`src/rtl/mem_access_pkg.sv`:
```
// Shared definitions for the protected memory initiator: FSM state codes,
// response status codes and the default privileged/idle identities.
package mem_access_pkg;

  localparam logic [1:0] ST_IDLE   = 2'd0;
  localparam logic [1:0] ST_ACCESS = 2'd1;
  localparam logic [1:0] ST_DENY   = 2'd2;
  localparam logic [1:0] ST_RESP   = 2'd3;

  typedef enum logic [1:0] {
    STATE_IDLE   = ST_IDLE,
    STATE_ACCESS = ST_ACCESS,
    STATE_DENY   = ST_DENY,
    STATE_RESP   = ST_RESP
  } state_e;

  localparam logic [1:0] ERR_OK         = 2'b00;
  localparam logic [1:0] ERR_DENIED     = 2'b01;
  localparam logic [1:0] ERR_MISALIGNED = 2'b10;

  localparam logic [2:0] DEF_PRIV_ID = 3'h4;
  localparam logic [2:0] DEF_IDLE_ID = 3'h0;

endpackage

```
`src/rtl/protected_mem_initiator.sv`:
```
// Memory initiator that checks identity and alignment before it ever presents
// the privileged usr_id to memory, then returns one response per request.
//
// Handshakes: a transfer happens on a rising clk edge where valid & ready are
// both high; valid may not depend on ready, and the response payload is held
// stable while rsp_valid is high and rsp_ready is low.
module protected_mem_initiator
  import mem_access_pkg::*;
#(
  parameter int         ADDR_W      = 32,
  parameter logic [2:0] PRIV_ID     = DEF_PRIV_ID,
  parameter logic [2:0] IDLE_ID     = DEF_IDLE_ID,
  parameter int         HOLD_CYCLES = 2
) (
  input  logic              clk,
  input  logic              rst_n,
  input  logic              req_valid,
  output logic              req_ready,
  input  logic [ADDR_W-1:0] req_addr,
  input  logic [2:0]        req_usr_id,
  input  logic [7:0]        req_wdata,
  output logic              rsp_valid,
  input  logic              rsp_ready,
  output logic [7:0]        rsp_rdata,
  output logic [31:0]       rsp_instr,
  output logic [1:0]        rsp_err,
  output logic [ADDR_W-1:0] mem_addr,
  output logic [2:0]        mem_usr_id,
  output logic [7:0]        mem_data_in,
  input  logic [7:0]        mem_data_out,
  input  logic [31:0]       mem_rd_instr,
  output logic [1:0]        dbg_state
);

  localparam int CNT_W = $clog2(HOLD_CYCLES) + 1;

  logic [1:0]        state;
  logic [CNT_W-1:0]  cnt;
  logic [ADDR_W-1:0] addr_q;
  logic [2:0]        usr_q;
  logic [7:0]        wdata_q;
  logic              in_access;

  assign in_access = (state == ST_ACCESS);
  assign req_ready = (state == ST_IDLE);
  assign rsp_valid = (state == ST_RESP);
  assign dbg_state = state;

  // Memory side is decoded from state only, so reset removes the grant at once.
  assign mem_usr_id  = in_access ? PRIV_ID : IDLE_ID;
  assign mem_addr    = in_access ? addr_q  : '0;
  assign mem_data_in = in_access ? wdata_q : '0;

  always_ff @(posedge clk or negedge rst_n) begin
    if (!rst_n) begin
      state     <= ST_IDLE;
      cnt       <= '0;
      addr_q    <= '0;
      usr_q     <= '0;
      wdata_q   <= '0;
      rsp_rdata <= '0;
      rsp_instr <= '0;
      rsp_err   <= ERR_OK;
    end else begin
      case (state)
        ST_IDLE: begin
          if (req_valid) begin
            addr_q  <= req_addr;
            usr_q   <= req_usr_id;
            wdata_q <= req_wdata;
            if ((req_usr_id == PRIV_ID) && (req_addr[1:0] == 2'b00)) begin
              state <= ST_ACCESS;
              cnt   <= CNT_W'(HOLD_CYCLES - 1);
            end else begin
              state <= ST_DENY;
            end
          end
        end
        ST_ACCESS: begin
          if (cnt == '0) begin
            rsp_rdata <= mem_data_out;
            rsp_instr <= mem_rd_instr;
            rsp_err   <= ERR_OK;
            state     <= ST_RESP;
          end else begin
            cnt <= cnt - CNT_W'(1);
          end
        end
        ST_DENY: begin
          // Identity mismatch takes priority over misalignment.
          rsp_rdata <= '0;
          rsp_instr <= '0;
          rsp_err   <= (usr_q != PRIV_ID) ? ERR_DENIED : ERR_MISALIGNED;
          state     <= ST_RESP;
        end
        ST_RESP: begin
          if (rsp_ready) state <= ST_IDLE;
        end
        default: state <= ST_IDLE;
      endcase
    end
  end

endmodule

```
`config.mk`:
```
export PLATFORM = sky130hd
export DESIGN_NAME = protected_mem_initiator
export DESIGN_NICKNAME = d
export VERILOG_FILES = /design/src/rtl/mem_access_pkg.sv /design/src/rtl/protected_mem_initiator.sv
export SDC_FILE = /design/constraint.sdc
export NUM_CORES = 1
export LEC_CHECK = 0
export CAP_MARGIN = 20
export CORE_UTILIZATION = 34
export DETAILED_ROUTE_END_ITERATION = 12
export PLACE_DENSITY = 0.71
export SLEW_MARGIN = 20
export SYNTH_ARGS = -nofsm -noshare
export SYNTH_HDL_FRONTEND = slang
export SYNTH_SLANG_ARGS = --single-unit
```
`constraint.sdc`:
```
create_clock -name clk -period 1.8 [get_ports clk]
set_input_delay 0.36 -clock clk [delete_from_list [all_inputs] [get_ports clk]]
set_output_delay 0.36 -clock clk [all_outputs]
set_load 0.03 [all_outputs]
```
* After elaboration in Yosys (flattened, before gate mapping)
Cells that the tools add are included.
Storage, ports and cells: word-level logic and storage cells 48, bits of input ports 87, register bits 89, output and inout port bits 89
Operators by class: eq/ne operators 10, reduce and logical (&&, ||, !) cells 10, add/subtract/negate cells 1, muxes and demuxes 19
Operator list (number):
- $mux 32 | 2
- $pmux 32 s2 | 1
- $mux 2 | 9
- $mux 8 | 2
- $pmux 8 s2 | 1
- $pmux 2 s2 | 2
- $pmux 2 s4 | 1
- $logic_not 2->1 | 3
- $ne 2x1->1 const B | 3
- $eq 2x2->1 const B | 2
- $ne 2x2->1 const B | 2
- $reduce_and 2->1 | 2
- $reduce_and 4->1 | 1
- $reduce_bool 2->1 | 2
- $eq 3x3->1 const B | 1
- $mux 3 | 1
- $ne 3x3->1 const B | 1
- $reduce_and 3->1 | 1
- $eq 2x1->1 const B | 1
- $sub 2x1->2 const B | 1
- $logic_and 1x1->1 | 1

* Depth between registers and ports, before layout
Gate-level depths: netlist of run 1.
depth after elaboration 5, depth in mapped cells 8, gate-level depth less buffers 6

* Least setup slack after synthesis of run 1
No wires, ideal clock.
kind reg2reg, from register state[0], in the netlist dbg_state[0], to register addr_q[0], library setup time 0.125 ns, path slack -0.257 ns, path buffers 1, data arrival time 1.932 ns, required time 1.675 ns, stages on the path, launching flop included 6, period minus slack after synthesis 2.057 ns, cells stage by stage dfrtp_1 inv_1 ha_1 nand2_1 buf_2 mux2_2
Between the ends: word-level cells in the longest chain between the ends 2
Ends and longest elaborated chain:
- start, declared | RTL line protected_mem_initiator.sv:37 | logic [1:0] state;
- start signal, assigned | RTL line protected_mem_initiator.sv:56 | state <= ST_IDLE;
- start signal, assigned | RTL line protected_mem_initiator.sv:72 | state <= ST_ACCESS;
- start signal, assigned | RTL line protected_mem_initiator.sv:75 | state <= ST_DENY;
- $logic_not 2->1
- via req_ready | RTL line protected_mem_initiator.sv:18 | output logic req_ready,
- $reduce_and 2->1 (no source line)
- end signal, assigned | RTL line protected_mem_initiator.sv:68 | addr_q <= req_addr;
- end, declared | RTL line protected_mem_initiator.sv:39 | logic [ADDR_W-1:0] addr_q;
The timed path passes the listed nets, and every way through them passes these cells. A chain may end at the register's enable or synchronous reset.

* Final worst setup path of run 1
from register state[1], in the netlist dbg_state[1], to output mem_data_in[2]
Between the ends: word-level cells in the longest chain between the ends 2
Ends and longest elaborated chain:
- $eq 2x1->1 | RTL line protected_mem_initiator.sv:44 | assign in_access = (state == ST_ACCESS);
- $mux 8 | RTL line protected_mem_initiator.sv:52 | assign mem_data_in = in_access ? wdata_q : '0;
- end, declared | RTL line protected_mem_initiator.sv:29 | output logic [7:0] mem_data_in,
No other way between the ends.

==> metrics.csv, run 1 <==
stage;metric;value;unit
floorplan;initial cell density of the core;0.354;
clock_network;clock tree from TritonCTS;built;
timing;setup repair after global routing missed its margin;yes;
power_and_ir_drop;internal power contribution;6.53;mW
layout;post-layout util;0.626;
grt;global routing usage on met2;0.314;
power_and_ir_drop;sequential cell fraction of total power;0.299;
worst_setup_path;slowest stage delay, CP;0.44;ns
worst_setup_path;CP Cell Sequence;inv_2 -> ha_4 -> buf_12 -> clkbuf_16 -> and2_4 -> buf_6;
worst_setup_path;Worst setup SP type;register;
yosys;Seq cells post-synth;89;
placed_design;pre-CTS WS;-0.318;ns
clock_network;Reg clk slew, reported paths;0.09;ns
grt;met3 track demand over resource;0.0441;
drt;first-pass iteration count of the detailed router;4;
timing;number of max-slew violations in the final report;0;
worst_setup_path;buffers plus inverters on the worst setup path;4;
placed_design;number of I/O port buffers;173;
power_and_ir_drop;combinational share of power;0.573;
timing;worst slew margin relative to its limit;0.617;
floorplan;die area;0.0113;mm2
worst_setup_path;data arrival time at the worst-slack endpoint;1.59;ns
power_and_ir_drop;P per Cell Area;1640;mW/mm2
yosys;most frequent cells after synthesis;dfrtp_1, mux2_2, a22o_1, and2_1, clkbuf_1;
worst_hold_path;Hold Crit Class;in -> async;
grt;number of global-route vias before repair;3153;
worst_setup_path;Max Fanout on Critical Path;8;
yosys;share of flip-flops with an asynchronous set or reset after synthesis;1.00;
power_and_ir_drop;post-layout total power;10.7;mW
layout;# nets final;561;
placed_design;placed wire-length estimate after detailed placement;6.62;mm
placed_design;gpl congestion;0.719;
layout;area added between synthesis and finish;77.0;%
worst_setup_path;Max stage delay cell, worst path;dfrtp_2;
clock_network;cell chosen for the clock root;clkbuf_8;
worst_setup_path;cell depth of the worst flop-to-flop path;7;
outcome;run status;finished with violations;
timing;Max Fclk;514;MHz
clock_network;number of clock sinks;89;
floorplan;placeable core region;0.0104;mm2
floorplan;I/O pin count;176;
layout;post-layout instance count excluding filler cells;610;
power_and_ir_drop;Clk network pwr share;0.128;
yosys;cell types occupying the most area after synthesis;dfrtp_1, mux2_2, a22o_1, and2_1, ha_1;
timing;Least-Margin Pin Slew;0.575;ns
grt;initial antenna violation count;0;
worst_setup_path;Crit. path cell count;6;
run;maximum capacitance violations;0;
worst_setup_path;Top Family by Delay on Critical Path;buffers and inverters;
drt;number of violations reported at the end of detailed-routing iteration 0;114;
floorplan;Die Y-Extent;106;um
power_and_ir_drop;Switching Fraction;0.390;
yosys;fraction of the yosys area taken by sequential cells;0.605;
clock_network;depth of the CTS H-tree;3;
timing;Final Hold Viols;0;
timing;minimum period implied by the final worst setup slack;1.95;ns
grt;maximum number of pins on one net before global-route repair;48;
grt;global routing's busiest layer;met2;
power_and_ir_drop;switching power summed over all nets;4.18;mW
grt;wire length of the first global-routing pass;15.9;mm
drt;Via density;4.90;
grt;M1 GR Usage;0.221;
yosys;dominant synthesized flop cell;dfrtp_1;
outcome;violations in the final reports;setup timing;
yosys;cell taking the most area after synthesis;dfrtp_1;
yosys;fraction of synthesized cell area taken by the top area cell type;0.605;
timing;final hold slack;0.456;ns
drt;Final ANT Viol Nets;0;
drt;via count;2989;
worst_setup_path;category of the critical setup timing path;reg -> out;
layout;fraction of final layout cells sized beyond drive strength 1;0.411;
floorplan;number of rows created at floorplan;37;
yosys;Netlist cell types;26;
drt;WL/cell;18.0;um
worst_setup_path;type of destination of the critical path;primary output;
clock_network;number of buffers created by CTS;9;
yosys;number of enable flip-flop cells after synthesis;0;
floorplan;die width;106;um
timing;worst clock skew on the final layout;0.00914;ns
power_and_ir_drop;Max rail drop VDD;707;uV
grt;all-layer global routing usage;0.183;
timing;number of endpoints failing setup at the final stage;73;
yosys;synthesis warning total;0;
drt;post-detailed-route DRC marker count;0;
power_and_ir_drop;leakage power of the design;3.42;nW
yosys;Post-Synthesis Mean Instance Area;13.6;um2
yosys;cell area after synthesis;0.00368;mm2
yosys;most numerous cell in the Yosys netlist;dfrtp_1;
clock_network;maximum buffer depth of the clock tree;2;
worst_setup_path;R2R setup slack;-0.05;ns
clock_network;clock latency at the later pin of the worst-skew pair;0.34;ns
grt;Remaining Overflow, GRT;0;
layout;number of filler instances in the final layout;836;
drt;total length of routed wires;11.0;mm
layout;ant diodes;0;
yosys;instance count of the mapped netlist;270;
timing;share of the clock period used by the worst path;1.08;
placed_design;dpl cells;572;
timing;worst-case setup margin in the final layout;-0.147;ns
worst_setup_path;data required time of the critical path;1.44;ns
timing repair:
action | 4_1_cts | 5_1_grt
hold buffers | 1 | 0
cloned | 3 | 7
gates resized for setup | 85 | 59
buffers inserted | 6 | 5
setup endpoints to repair | 89 | 115
pin swaps | 1 | 3
endpoints found under the hold margin | 25 | 0
layout by cell type (no fill, tap or decap), types with 2 or more instances in the layout:
| master | n |
|---|---|
| o21ai_4 | 3 |
| dlymetal6s2s_1 | 30 |
| ha_4 | 2 |
| buf_4 | 14 |
| clkbuf_16 | 4 |
| buf_6 | 41 |
| nor2_1 | 2 |
| dfrtp_2 | 2 |
| buf_16 | 2 |
| mux2_2 | 43 |
| clkinvlp_4 | 2 |
| clkbuf_8 | 9 |
| clkdlybuf4s50_1 | 97 |
| dlygate4sd2_1 | 2 |
| ha_1 | 3 |
| mux2_4 | 2 |
| a22o_1 | 40 |
| and2_4 | 40 |
| dfrtp_1 | 87 |
| o21ai_2 | 3 |
| inv_2 | 2 |
| buf_12 | 10 |
| inv_1 | 3 |
| nand2_1 | 3 |
| conb_1 | 2 |
| o21ai_0 | 2 |
per-stage QoR:
step                      TNS [ns]  instance area (um2)
final                        -5.54                 6520
after global routing        -10.79                 6520
after CTS                    -4.84                 6180
after detailed placement     -7.71                 5580
after global placement       -3.65                 5580
after floorplan                  0                 3700
worst reg2reg max path: cells and delay by family (launching register included):
kind            cells  cell delay, ns
buf+inv             4            0.61
simple gates        1            0.07
compound gates      1            0.18
flops               1            0.45
fa+ha+maj           1            0.42
cell type report:
type	instances	area, um2	share of cell area
Clock inverter	6	67.6	0.0104
Multi-Input combinational cell	161	1590	0.244
Tap cell	136	170	0.0261
Clock buffer	10	128	0.0196
Inverter	5	18.8	0.00288
Timing Repair Buffer	203	2320	0.355
Sequential cell	89	2230	0.342
state kept, by name (all words and copies together), names as in the netlist:
register   flops
usr_q          3
rsp_instr     32
rsp_rdata      8
rsp_err        2
addr_q        32
dbg_state      2
cnt            2
wdata_q        8
final timing paths:
| kind | startpoint | endpoint |
|---|---|---|
| min reg2reg | rsp_err[0]$_DFFE_PN0P_ | rsp_err[0]$_DFFE_PN0P_ |
| max | dbg_state[1]$_DFFE_PN0P_ | mem_data_in[2] |
| max in group asynchronous | rst_n | addr_q[19]$_DFFE_PN0P_ |
| min in group clk | rsp_err[0]$_DFFE_PN0P_ | rsp_err[0]$_DFFE_PN0P_ |
| min | rst_n | rsp_rdata[6]$_DFFE_PN0P_ |
| max reg2reg | dbg_state[0]$_DFFE_PN0P_ | rsp_rdata[4]$_DFFE_PN0P_ |
layer usage:
metal	vias to the layer above	routed length, um
met5	-	0
met4	0	215
met3	16	585
met2	111	5450
met1	1506	4690
li1	1356	-
power groups by stage:
| stage | Sequential, mW | Clock (mW) | Combinational [mW] |
|---|---|---|---|
| global placement | 3.16 | 0 | 4.63 |
| global route | 3.29 | 1.50 | 6.48 |
| finish | 3.20 | 1.37 | 6.13 |
| detailed placement | 3.19 | 0 | 4.73 |
| floorplan | 3.63 | 0 | 2.37 |
| CTS | 3.19 | 1.42 | 5.59 |
cell families after synthesis:
family | count (synthesis) | share of synthesized area
AOI/OAI and AO/OA | 49 | 0.115
other | 1 | 0.00102
adders and majority gates | 5 | 0.0170
and+or+nand+nor | 55 | 0.0904
buffers and inverters | 25 | 0.0302
DFF | 89 | 0.605
muxes | 46 | 0.141
(Power assumes the default switching activity.)
==> run 2, diff against run 1 <==
--- a/config.mk
+++ b/config.mk
@@ -9,7 +9,6 @@
 export CORE_UTILIZATION = 34
 export DETAILED_ROUTE_END_ITERATION = 12
 export PLACE_DENSITY = 0.71
-export SLEW_MARGIN = 20
 export SYNTH_ARGS = -nofsm -noshare
 export SYNTH_HDL_FRONTEND = slang
 export SYNTH_SLANG_ARGS = --single-unit
==> constraint.sdc (replaced) <==
create_clock -name clk -period 1.8 [get_ports clk]
set_input_delay 0.45 -clock clk [delete_from_list [all_inputs] [get_ports clk]]
set_output_delay 0.45 -clock clk [all_outputs]
set_load 0.03 [all_outputs]
==> metrics.csv, run 2 (synthesized netlist as in run 1, its figures left out) <==
stage;metric;value;unit;change
clock_network;number of buffers created by CTS;9;;unchanged
timing;Max Fclk;519;MHz;+1.0%
worst_setup_path;category of the critical setup timing path;reg -> out;;
layout;post-layout util;0.578;;-0.0480
placed_design;number of I/O port buffers;173;;unchanged
worst_setup_path;data required time of the critical path;1.35;ns;-0.09 ns
timing;worst-case setup margin in the final layout;-0.127;ns;+0.0199 ns
clock_network;clock tree from TritonCTS;built;;
clock_network;number of clock sinks;89;;unchanged
layout;fraction of final layout cells sized beyond drive strength 1;0.382;;-0.0293
drt;Final ANT Viol Nets;0;;unchanged
drt;number of violations reported at the end of detailed-routing iteration 0;68;;-40%
drt;WL/cell;15.1;um;-16%
placed_design;gpl congestion;0.685;;-4.6%
layout;Reg area;0.00223;mm2;unchanged
grt;number of global-route vias before repair;2867;;-9.1%
timing;worst clock skew on the final layout;0.0106;ns;+0.00151 ns
layout;Multi-input gate area;0.00143;mm2;-10%
grt;all-layer global routing usage;0.163;;-0.0196
grt;maximum number of pins on one net before global-route repair;43;;-10%
clock_network;depth of the CTS H-tree;3;;unchanged
grt;initial antenna violation count;1;;+1
timing;minimum period implied by the final worst setup slack;1.93;ns;-0.0199 ns
outcome;violations in the final reports;setup timing;;
layout;most common cell after layout, fill and taps aside;dfrtp_1;;
floorplan;placeable core region;0.0104;mm2;unchanged
drt;total length of routed wires;8.99;mm;-18%
clock_network;Reg clk slew, reported paths;0.09;ns;about the same
layout;area added between synthesis and finish;63.5;%;
worst_setup_path;Worst setup SP type;register;;
worst_setup_path;Max Fanout on Critical Path;23;;+15
clock_network;maximum buffer depth of the clock tree;2;;unchanged
floorplan;I/O pin count;176;;unchanged
drt;post-detailed-route DRC marker count;0;;unchanged
grt;wire length of the first global-routing pass;14.3;mm;-10%
floorplan;number of rows created at floorplan;37;;unchanged
run;maximum capacitance violations;0;;unchanged
worst_hold_path;Hold Crit Class;in -> async;;
worst_setup_path;type of destination of the critical path;primary output;;
placed_design;pre-CTS WS;-0.398;ns;-0.0803 ns
floorplan;Die Y-Extent;106;um;unchanged
floorplan;die width;106;um;unchanged
power_and_ir_drop;Max rail drop VDD;648;uV;-8.3%
layout;biggest regs;addr_q: 32 flops, rsp_instr: 32 flops;;
grt;Remaining Overflow, GRT;0;;unchanged
worst_setup_path;data arrival time at the worst-slack endpoint;1.48;ns;-0.11 ns
timing;number of endpoints failing setup at the final stage;41;;-44%
drt;via count;2747;;-8.1%
outcome;run status;finished with violations;;
power_and_ir_drop;P per Cell Area;1570;mW/mm2;-4.1%
timing;setup_tns;-4.64;ns;+0.896 ns
layout;highest-count cells in the layout ignoring fill and taps;dfrtp_1, clkdlybuf4s50_1, mux2_2, dlygate4sd2_1, buf_6;;
timing;Final Hold Viols;0;;unchanged
layout;number of filler instances in the final layout;915;;+9.4%
clock_network;clock latency at the later pin of the worst-skew pair;0.35;ns;about the same
clock_network;cell chosen for the clock root;clkbuf_8;;
timing;setup repair after global routing missed its margin;yes;;
floorplan;initial cell density of the core;0.354;;unchanged
drt;Via density;4.62;;-5.8%
drt;first-pass iteration count of the detailed router;4;;unchanged
placed_design;placed wire-length estimate after detailed placement;6.32;mm;-4.5%
timing;number of max-slew violations in the final report;0;;unchanged
floorplan;die area;0.0113;mm2;unchanged
power_and_ir_drop;leakage power of the design;2.94;nW;-14%
timing;final hold slack;0.0227;ns;-0.433 ns
layout;# nets final;546;;-2.7%
timing;share of the clock period used by the worst path;1.07;;-0.0111
==> run 2: cell count changes in the layout (fill, tap and decap cells not counted), moves of 3 or more <==
cell / before / now
dlygate4sd2_1: 2 / 44
clkbuf_16: 4 / 0
and2_2: 0 / 36
clkdlybuf4s50_1: 97 / 81
and2_4: 40 / 4
buf_12: 10 / 7
dlymetal6s2s_1: 30 / 4
==> run 2: per-layer routing <==
layer	track usage	up-vias	wire (um)	share of wire
met4	0.0437	0	104	0.012
met3	0.0607	7	761	0.085
met5	0	-	0	0
met1	0.191	1304	3850	0.43
li1	-	1314	-	-
met2	0.280	122	4270	0.47
==> run 2: repair_timing <==
item                                    CTS  global route
setup buffers                             2             2
resized for setup                       100             7
hold endpoints to repair                  0             0
pin swaps                                 1             2
endpoints found under the setup margin   88            44
hold buffers                              0             0
gates cloned                              1             0
==> run 2: cell type report <==
cell class / count / share of cell area
clock buffers: 10 / 0.0229
diodes: 1 / 0.000416
clock inverters: 5 / 0.0108
repair buffers: 192 / 0.326
flip-flops and latches: 89 / 0.370
inverters: 5 / 0.00312
well taps: 136 / 0.0283
multi-input cells: 157 / 0.238
==> run 2: final timing paths <==
| check | startpoint | to | slack (ns) | cells past startpoint |
|---|---|---|---|---|
| min in group clk | req_usr_id[2] | usr_q[2]$_DFFE_PN0P_ | 0.40 | 2 |
| worst min-delay path | rst_n | addr_q[28]$_DFFE_PN0P_ | 0.02 | 1 |
| worst min register to register | rsp_err[0]$_DFFE_PN0P_ | rsp_err[0]$_DFFE_PN0P_ | 0.49 | 2 |
| max in group asynchronous | rst_n | dbg_state[1]$_DFFE_PN0P_ | 1.26 | 2 |
| worst max-delay path | dbg_state[1]$_DFFE_PN0P_ | mem_addr[29] | -0.13 | 5 |
| worst max register to register | dbg_state[0]$_DFFE_PN0P_ | dbg_state[0]$_DFFE_PN0P_ | 0.09 | 6 |
==> run 2: through the flow <==
step | std cells | power [mW] | instance area [um2]
floorplan | 271 | 6.06 | 3750
global placement | 574 | 7.87 | 5640
detailed placement | 574 | 7.95 | 5640
CTS | 592 | 9.54 | 5990
global route | 595 | 10.0 | 6020
finish | 595 | 9.48 | 6020
==> run 2: critical path, cell delays in order (launching register included) <==
cell and delay (ns):
dfrtp_2 0.44, inv_2 0.09, ha_4 0.18, buf_12 0.15, and2_2 0.16, buf_6 0.12
==> run 2: power breakdown <==
part	leakage (nW)	total [mW]	internal, mW	switching [mW]
Sequential	1.14	3.15	2.78	0.373
Combinational	1.71	4.94	2.37	2.57
Clock	0.0965	1.39	0.684	0.706
==> run 3, diff against run 2 <==
--- a/config.mk
+++ b/config.mk
@@ -7,6 +7,7 @@
 export LEC_CHECK = 0
 export CAP_MARGIN = 20
 export CORE_UTILIZATION = 34
+export CTS_CLUSTER_DIAMETER = 100
 export DETAILED_ROUTE_END_ITERATION = 12
 export PLACE_DENSITY = 0.71
 export SYNTH_ARGS = -nofsm -noshare
==> results of run 3 <==
The final DEF is identical to that of run 2; final timing and power are the same.
